<file path="src/rtl/apb_ctrl_pkg.sv">
// Shared types and default geometry for the multi-requester APB master.
package apb_ctrl_pkg;

    localparam int DEF_WIDTH      = 8;
    localparam int DEF_ADDR_WIDTH = 4;
    localparam int DEF_MEM_DEPTH  = 16;

    typedef enum logic [1:0] {
        ST_IDLE   = 2'd0,
        ST_SETUP  = 2'd1,
        ST_ACCESS = 2'd2,
        ST_RESP   = 2'd3
    } apb_state_e;

endpackage

</file>
<file path="src/rtl/rr_arbiter.sv">
// Round-robin grant: picks the first requesting index at or after the pointer,
// wrapping modulo NUM_REQ.
module rr_arbiter #(
    parameter int NUM_REQ = 2,
    parameter int IDX_W   = (NUM_REQ > 1) ? $clog2(NUM_REQ) : 1
) (
    input  logic [NUM_REQ-1:0] i_req,
    input  logic [IDX_W-1:0]   i_ptr,
    output logic [NUM_REQ-1:0] o_grant,
    output logic [IDX_W-1:0]   o_idx,
    output logic               o_valid
);

    int w_best;
    int w_bestDist;
    int w_dist;

    // Rotational distance from the pointer; the smallest distance among active requests wins.
    always_comb begin
        w_best     = 0;
        w_bestDist = NUM_REQ;
        w_dist     = 0;
        for (int j = 0; j < NUM_REQ; j++) begin
            w_dist = j - int'(i_ptr);
            if (w_dist < 0) begin
                w_dist = w_dist + NUM_REQ;
            end
            if (i_req[j] && (w_dist < w_bestDist)) begin
                w_bestDist = w_dist;
                w_best     = j;
            end
        end
    end

    assign o_valid = |i_req;
    assign o_idx   = IDX_W'(w_best);

    always_comb begin
        o_grant = '0;
        for (int j = 0; j < NUM_REQ; j++) begin
            if (o_valid && (w_best == j)) begin
                o_grant[j] = 1'b1;
            end
        end
    end

endmodule

</file>
<file path="src/rtl/apb_req_arbiter.sv">
// APB master shared by NUM_REQ clients: round-robin arbitration, SETUP/ACCESS
// sequencing with a wait-state timeout, and a one-cycle response to the winner.
module apb_req_arbiter
    import apb_ctrl_pkg::*;
#(
    parameter int NUM_REQ    = 2,
    parameter int WIDTH      = DEF_WIDTH,
    parameter int ADDR_WIDTH = DEF_ADDR_WIDTH,
    parameter int TIMEOUT    = 15
) (
    input  logic                         pclk_i,
    input  logic                         preset_i,
    input  logic [NUM_REQ-1:0]           req_valid_i,
    input  logic [NUM_REQ-1:0]           req_write_i,
    input  logic [NUM_REQ*ADDR_WIDTH-1:0] req_addr_i,
    input  logic [NUM_REQ*WIDTH-1:0]     req_wdata_i,
    output logic [NUM_REQ-1:0]           req_ready_o,
    output logic [NUM_REQ-1:0]           rsp_valid_o,
    output logic [WIDTH-1:0]             rsp_rdata_o,
    output logic                         rsp_err_o,
    output logic                         psel_o,
    output logic                         penable_o,
    output logic                         pwrite_o,
    output logic [ADDR_WIDTH-1:0]        paddr_o,
    output logic [WIDTH-1:0]             pwdata_o,
    input  logic [WIDTH-1:0]             prdata_i,
    input  logic                         pready_i,
    input  logic                         pslverr_i
);

    localparam int IDX_W = (NUM_REQ > 1) ? $clog2(NUM_REQ) : 1;
    localparam int CNT_W = $clog2(TIMEOUT + 1);

    apb_state_e              r_state;
    logic [IDX_W-1:0]        r_ptr;
    logic [CNT_W-1:0]        r_cnt;
    logic [NUM_REQ-1:0]      r_grant;
    logic                    r_write;
    logic [ADDR_WIDTH-1:0]   r_addr;
    logic [WIDTH-1:0]        r_wdata;
    logic [WIDTH-1:0]        r_rdata;
    logic                    r_err;

    logic [NUM_REQ-1:0]      w_grant;
    logic [IDX_W-1:0]        w_idx;
    logic [IDX_W-1:0]        w_nextPtr;
    logic                    w_any;
    logic [CNT_W-1:0]        w_cntNext;
    logic                    w_selWrite;
    logic [ADDR_WIDTH-1:0]   w_selAddr;
    logic [WIDTH-1:0]        w_selWdata;

    rr_arbiter #(
        .NUM_REQ (NUM_REQ),
        .IDX_W   (IDX_W)
    ) u_rr_arbiter (
        .i_req   (req_valid_i),
        .i_ptr   (r_ptr),
        .o_grant (w_grant),
        .o_idx   (w_idx),
        .o_valid (w_any)
    );

    assign w_nextPtr = (w_idx == IDX_W'(NUM_REQ - 1)) ? '0 : w_idx + 1'b1;
    assign w_cntNext = r_cnt + 1'b1;

    always_comb begin
        w_selWrite = 1'b0;
        w_selAddr  = '0;
        w_selWdata = '0;
        for (int j = 0; j < NUM_REQ; j++) begin
            if (w_grant[j]) begin
                w_selWrite = req_write_i[j];
                w_selAddr  = req_addr_i[j*ADDR_WIDTH +: ADDR_WIDTH];
                w_selWdata = req_wdata_i[j*WIDTH +: WIDTH];
            end
        end
    end

    always_ff @(posedge pclk_i) begin
        if (preset_i) begin
            r_state <= ST_IDLE;
            r_ptr   <= '0;
            r_cnt   <= '0;
            r_grant <= '0;
            r_write <= 1'b0;
            r_addr  <= '0;
            r_wdata <= '0;
            r_rdata <= '0;
            r_err   <= 1'b0;
        end else begin
            case (r_state)
                ST_IDLE: begin
                    if (w_any) begin
                        r_grant <= w_grant;
                        r_write <= w_selWrite;
                        r_addr  <= w_selAddr;
                        r_wdata <= w_selWdata;
                        r_ptr   <= w_nextPtr;
                        r_state <= ST_SETUP;
                    end
                end
                ST_SETUP: begin
                    r_cnt   <= '0;
                    r_state <= ST_ACCESS;
                end
                ST_ACCESS: begin
                    // A write completes with rdata 0; a timeout aborts with rdata 0 and err 1.
                    if (pready_i) begin
                        r_rdata <= r_write ? '0 : prdata_i;
                        r_err   <= pslverr_i;
                        r_state <= ST_RESP;
                    end else begin
                        r_cnt <= w_cntNext;
                        if (w_cntNext == CNT_W'(TIMEOUT)) begin
                            r_rdata <= '0;
                            r_err   <= 1'b1;
                            r_state <= ST_RESP;
                        end
                    end
                end
                ST_RESP: begin
                    r_cnt   <= '0;
                    r_state <= ST_IDLE;
                end
                default: r_state <= ST_IDLE;
            endcase
        end
    end

    assign psel_o      = (r_state == ST_SETUP) || (r_state == ST_ACCESS);
    assign penable_o   = (r_state == ST_ACCESS);
    assign pwrite_o    = psel_o & r_write;
    assign paddr_o     = psel_o ? r_addr : '0;
    assign pwdata_o    = psel_o ? r_wdata : '0;

    // Accept is combinational so the requester sees it in the same IDLE cycle.
    assign req_ready_o = ((r_state == ST_IDLE) && !preset_i) ? w_grant : '0;
    assign rsp_valid_o = (r_state == ST_RESP) ? r_grant : '0;
    assign rsp_rdata_o = (r_state == ST_RESP) ? r_rdata : '0;
    assign rsp_err_o   = (r_state == ST_RESP) ? r_err : 1'b0;

endmodule

</file>
<file path="config.mk">
export PLATFORM = sky130hd
export DESIGN_NAME = apb_req_arbiter
export DESIGN_NICKNAME = d
export VERILOG_FILES = /design/src/rtl/apb_ctrl_pkg.sv /design/src/rtl/rr_arbiter.sv /design/src/rtl/apb_req_arbiter.sv
export SDC_FILE = /design/constraint.sdc
export NUM_CORES = 1
export LEC_CHECK = 0
export ABC_CLOCK_PERIOD_IN_PS = 3050
export BUFFER_PORTS_ARGS = -buffer_cell sky130_fd_sc_hd__buf_2
export CORE_MARGIN = 2
export CORE_UTILIZATION = 25
export CTS_CLUSTER_SIZE = 8
export DETAILED_ROUTE_END_ITERATION = 8
export PLACE_DENSITY = 0.55
export SLEW_MARGIN = 20
export SYNTH_ARGS = -nofsm -noshare
export SYNTH_HDL_FRONTEND = slang
export SYNTH_SLANG_ARGS = --single-unit
</file>
<file path="constraint.sdc">
create_clock -name pclk_i -period 3.05 [get_ports pclk_i]
set_input_delay 0.305 -clock pclk_i [delete_from_list [all_inputs] [get_ports pclk_i]]
set_output_delay 0.305 -clock pclk_i [all_outputs]
set_load 0.02 [all_outputs]
</file>
==> metrics.cfg, run 1 <==
[run_status]
status=completed

[timing]
relSlewSlack=0.548
min_period_ns=2.01
fmaxAchievable_mhz=498
tightest_slew_ns=0.678
slew_viol_final=0
finClkSkew_ns=0.00373
rsz0062_at_grt=no
finalSetupTns_ns=0
setup_violations=0
final_hold_viol_count=0
fin_crit_sh=0.658

[logic_synthesis]
syn_avg_cell_area_um2=7.64
synthXorXnorAreaFrac=0
netlist_instances=220
yosys.cell_types.count=29
ys_warn_count=0
synth.area.mux_share=0.00596
synthAdderAreaFrac=0.0447
synth.yosys.seq_area_share=0.369
synth_compound_area_frac=0.227
synth_top_family_by_area=simple AND/OR/NAND/NOR gates
synth-seq-cells=31
synth_simple_gate_area_frac=0.308
syn_area_um2=1680
syn_nets=266

[floorplan]
die_h_um=86.0
start_util=0.262
io-pin-count=68
core_area_um2=6420
fp-row-count=29
die_w_um=86.0
die_area_um2=7390

[route]
drtIter0Drc=89
vias=1691
met2WireLength_mm=1.82
via_per_inst=4.70
drtPass1Iterations=4
routed_wl_mm=4.44
wire_per_inst_um=12.3
wl_met3_um=311
final_antenna_net_count=0
wl_met1_mm=2.27
top_layer=met4
remaining_drc_errors=0

[flow_run]
max-cap-violations=0

[pwr]
power.leakage_nw=0.977
power_density_nw_per_um2=826
total_power_mw=1.78
ir_worst_vdd_uv=340

[global_routing]
grt_pass1_vias=1655
antenna_found_initial=0
grt_max_degree=35
grt_first_pass_wirelength_mm=7.55
grt_usage=0.126
overflow=0

[worst_setup_path]
critPathLaunchType=flop
rr_startpoint=r_state[0]
cp-end-kind=flop
crit_fanout=22
arrival_ns=2.21
cp-startpoint=r_state[0]
setup.worst_path.class=flop to flop
required_ns=3.25

[clock_network]
clockBufferDepth=2
clockRootBuffer=clkbuf_8
cts_made_buffers=5
clock_latency_ns=0.28
cts_resized=0
cts_setup_buffers=0
cts.clk_slew.worst_paths_ns=0.06
hold_buffers=0
cts_tree=yes
cts.sinks=31
cts_max_level=2

[placement]
dp_hpwl_mm=3.18
io_buffers=67
gp_congestion=0.733

[hold_path]
worstHoldStart=req_addr_i[2]
hold_path_class=primary input to flop

[final_layout]
layout-drive-gt1-share=0.279
area_growth_syn_to_layout_pct=28.4
antennaDiodeCount=0
layout.nets=328
num-fill-cells=687

==> worst max-delay path, cell delays in order, from the launching register on <==
cell and delay, ns:
dfxtp_1 0.33, inv_1 0.11, ha_1 0.60, nand2b_1 0.21, or3_1 0.38, nor2_1 0.09, o21ai_0 0.07, a21oi_1 0.14
==> layout by cell type (no fill, tap or decap) <==
master / netlist / routed
and3_1: 1 / 1
o31ai_1: 1 / 1
nand4b_1: 8 / 8
o22ai_1: 13 / 13
o21ai_0: 9 / 9
ha_1: 6 / 6
clkbuf_8: 0 / 5
dfxtp_1: 31 / 31
clkbuf_1: 13 / 2
and2_1: 24 / 24
nor2b_1: 4 / 4
a221o_1: 1 / 1
clkinv_2: 0 / 1
nor3_1: 3 / 3
a41oi_1: 1 / 1
nand2b_1: 4 / 4
mux2i_1: 1 / 1
nor3_2: 1 / 1
buf_4: 0 / 3
nand2_1: 28 / 28
a211oi_2: 1 / 1
nor2_1: 25 / 25
a31oi_1: 1 / 1
nand3_1: 2 / 2
buf_2: 1 / 67
a211oi_1: 13 / 13
a21oi_1: 18 / 18
inv_1: 5 / 5
or3_1: 1 / 1
o211ai_2: 1 / 1
o21ai_1: 2 / 2
==> metal layers <==
metal,GRT usage,vias up
li1,-,891
met3,0.0327,6
met1,0.175,730
met4,0.0390,0
met5,0,-
met2,0.190,64
==> worst paths after layout <==
kind / endpoint / cells after the start / slack [ns]
min: r_addr[2] / 3 / 0.28
max: r_cnt[2] / 7 / 1.04
min reg2reg: r_grant[0] / 2 / 0.45
max reg2reg: r_cnt[2] / 7 / 1.04
==> logic make-up (layout without fill, tap and decap cells) <==
kind of cell               after synthesis  count (layout)
AOI/OAI and AO/OA                       61              61
adders and majority gates                6               6
buffers and inverters                   20              83
DFF                                     31              31
muxes                                    1               1
and+or+nand+nor                        101             101
==> power by group <==
part / internal, mW / leakage [nW] / switching (mW)
Sequential: 0.540 / 0.256 / 0.0911
Clock: 0.160 / 0.0422 / 0.142
Combinational: 0.322 / 0.679 / 0.528
==> synth_stat cells <==
cell type	count	area share
a211oi_1	13	0.058
a211oi_2	1	0.0074
a21oi_1	18	0.054
a221o_1	1	0.0060
a31oi_1	1	0.0037
a41oi_1	1	0.0052
and2_1	24	0.089
and3_1	1	0.0037
buf_1	1	0.0022
buf_2	1	0.0030
clkbuf_1	13	0.029
dfxtp_1	31	0.37
ha_1	6	0.045
inv_1	5	0.011
mux2i_1	1	0.0060
nand2_1	28	0.063
nand2b_1	4	0.015
nand3_1	2	0.0060
nand4b_1	8	0.042
nor2_1	25	0.056
nor2b_1	4	0.015
nor3_1	3	0.0089
nor3_2	1	0.0060
o211ai_2	1	0.0074
o21ai_0	9	0.027
o21ai_1	2	0.0060
o22ai_1	13	0.048
o31ai_1	1	0.0045
or3_1	1	0.0037
==> sequential cells by signal, summed over array words and instances (netlist names) <==
name,count
r_addr,4
r_cnt,4
r_wdata,8
r_grant,2
r_rdata,8
r_state,2
r_write,1
r_ptr,1
r_err,1
==> per-stage QoR <==
step                area, um^2  std cells  utilization  worst slack, ns  hold WS [ns]
finish                    2160        360        0.336             1.04         0.285
global route              2160        360        0.336            0.855         0.302
CTS                       2160        360        0.336             1.03         0.280
detailed placement        2080        352        0.323             1.04         0.446
global placement          2080        352        0.323             1.11         0.439
floorplan                 1680        220            -             1.39         0.432
==> layout make-up <==
type	count	area, um^2	area share
Clock buffer	7	76.3	0.0354
Clock inverter	1	5.00	0.00232
Inverter	5	18.8	0.00870
Multi-Input combinational cell	169	983	0.456
Sequential cell	31	621	0.288
Tap cell	77	96.3	0.0446
Timing Repair Buffer	70	358	0.166
No activity file was read; power rests on OpenSTA's default activity.
==> inputs of run 2 (changes only) <==
--- a/config.mk
+++ b/config.mk
@@ -5,13 +5,13 @@
 export SDC_FILE = /design/constraint.sdc
 export NUM_CORES = 1
 export LEC_CHECK = 0
-export ABC_CLOCK_PERIOD_IN_PS = 3050
+export ABC_CLOCK_PERIOD_IN_PS = 1600
 export BUFFER_PORTS_ARGS = -buffer_cell sky130_fd_sc_hd__buf_2
 export CORE_MARGIN = 2
 export CORE_UTILIZATION = 25
 export CTS_CLUSTER_SIZE = 8
 export DETAILED_ROUTE_END_ITERATION = 8
-export PLACE_DENSITY = 0.55
+export PLACE_DENSITY = 0.57
 export SLEW_MARGIN = 20
 export SYNTH_ARGS = -nofsm -noshare
 export SYNTH_HDL_FRONTEND = slang
==> constraint.sdc (replaced) <==
create_clock -name pclk_i -period 1.6 [get_ports pclk_i]
set_input_delay 0.16 -clock pclk_i [delete_from_list [all_inputs] [get_ports pclk_i]]
set_output_delay 0.16 -clock pclk_i [all_outputs]
set_load 0.02 [all_outputs]
==> metrics.cfg, run 2 (synthesized netlist as in run 1, its figures left out) <==
[global_routing]
antenna_found_initial=0
overflow=0
grt_first_pass_wirelength_mm=7.73
grt_usage=0.132
grt_max_degree=22
grt_pass1_vias=1606

[final_layout]
final_cells=374
layout-drive-gt1-share=0.367
finalCoreUtilization=0.370
multiInputGateArea_um2=1050
antennaDiodeCount=0
seqCellArea_um2=631
final_common_cell=buf_2
num-fill-cells=697
area_growth_syn_to_layout_pct=41.3
layout.nets=342
mostFrequentLayoutCells=buf_2 (62), nand2_1 (28), dfxtp_1 (27)
largestRegisters=r_rdata: 8 flops, r_wdata: 8 flops

[clock_network]
hold_buffers=0
cts.sinks=31
cts_made_buffers=5
clock_latency_ns=0.28
cts_max_level=2
cts_tree=yes
clockRootBuffer=clkbuf_8
clockBufferDepth=2
cts.clk_slew.worst_paths_ns=0.07

[timing]
slew_viol_final=0
finClkSkew_ns=0.00502
finalSetupTns_ns=0
fmaxAchievable_mhz=649
relSlewSlack=0.722
whs_ns=0.136
fin_crit_sh=0.963
tightest_slew_ns=0.417
rsz0062_at_grt=yes
min_period_ns=1.54
final_hold_viol_count=0
setup_violations=0

[worst_setup_path]
cpMaxStageDelayCell=dfxtp_4
required_ns=1.81
setup.worst_path.class=flop to flop
critPathLaunchType=flop
reg2reg_slack_ns=0.06
crit_fanout=6
cp_slowest_stage_delay_ns=0.37
arrival_ns=1.75
crit_chain=inv_4 -> ha_2 -> nand2b_1 -> or3_1 -> nor2_1 -> o21ai_0 -> a21oi_1
cp-end-kind=flop

[placement]
dp_hpwl_mm=3.32
gp_congestion=0.828
dp.cells=360
io_buffers=67

[route]
drtIter0Drc=74
routed_wl_mm=4.82
wire_per_inst_um=12.9
drtPass1Iterations=5
vias=1772
via_per_inst=4.74
remaining_drc_errors=0
final_antenna_net_count=0

[floorplan]
core_area_um2=6420
start_util=0.262
fp-row-count=29
die_w_um=86.0
io-pin-count=68
die_area_um2=7390
die_h_um=86.0

[pwr]
power.leakage_nw=1.05
total_power_mw=3.84
power_density_nw_per_um2=1620
ir_worst_vdd_uv=757

[flow_run]
max-cap-violations=0

[run_status]
status=completed

[hold_path]
hold_path_class=primary input to flop

-- run 2: cell count changes in the layout (fill, tap and decap cells not counted), moves of 2 or more --
cell | before | now
dfxtp_1 | 31 | 27
ha_4 | 0 | 2
dfxtp_4 | 0 | 2
inv_1 | 5 | 3
buf_2 | 67 | 62
ha_2 | 0 | 2
ha_1 | 6 | 2
dfxtp_2 | 0 | 2
buf_4 | 3 | 20
-- run 2: path summary, 6_finish.rpt --
check	cells after the start	start	to
worst max-delay path	7	r_state[0]	r_cnt[2]
worst min-delay path	3	req_addr_i[2]	r_addr[2]
worst max register to register	7	r_state[0]	r_cnt[2]
worst min register to register	2	r_grant[0]	r_grant[0]
-- run 2: through the flow --
step / cell area [um^2] / worst slack, ns
finish: 2370 / 0.0593
global route: 2370 / -0.0417
CTS: 2260 / 0.00528
detailed placement: 2140 / -0.0195
global placement: 2140 / 0.0335
floorplan: 1690 / 0.00506
-- run 2: repair_timing --
item / in CTS / in global routing
gates resized for setup: 11 / 20
setup endpoints to repair: 24 / 28
endpoints found under the hold margin: 0 / 0
setup buffers: 1 / 5
pin swaps: 2 / 5
-- run 2: power breakdown --
| group | internal [mW] | switching [mW] | total [mW] |
|---|---|---|---|
| Clock | 0.305 | 0.284 | 0.589 |
| Combinational | 0.914 | 1.11 | 2.03 |
| Sequential | 1.05 | 0.175 | 1.22 |
-- run 2: final cells by class --
class / instances / share of cell area
Sequential cell: 31 / 0.266
Inverter: 5 / 0.00896
Clock inverter: 1 / 0.00211
Tap cell: 77 / 0.0406
Clock buffer: 7 / 0.0322
Timing Repair Buffer: 84 / 0.207
Multi-Input combinational cell: 169 / 0.443
-- run 2: metal layers --
metal	vias up	part of all wire	track usage
met5	-	0	0
li1	920	-	-
met4	0	0.015	0.0462
met3	8	0.071	0.0472
met2	57	0.44	0.206
met1	787	0.47	0.167
-- run 2: critical path: cells and delay by family (launching register included) --
kind            cells  cell delay [ns]
compound gates      2             0.21
simple gates        3             0.59
fa+ha+maj           1             0.23
flops               1             0.37
buf+inv             1             0.08
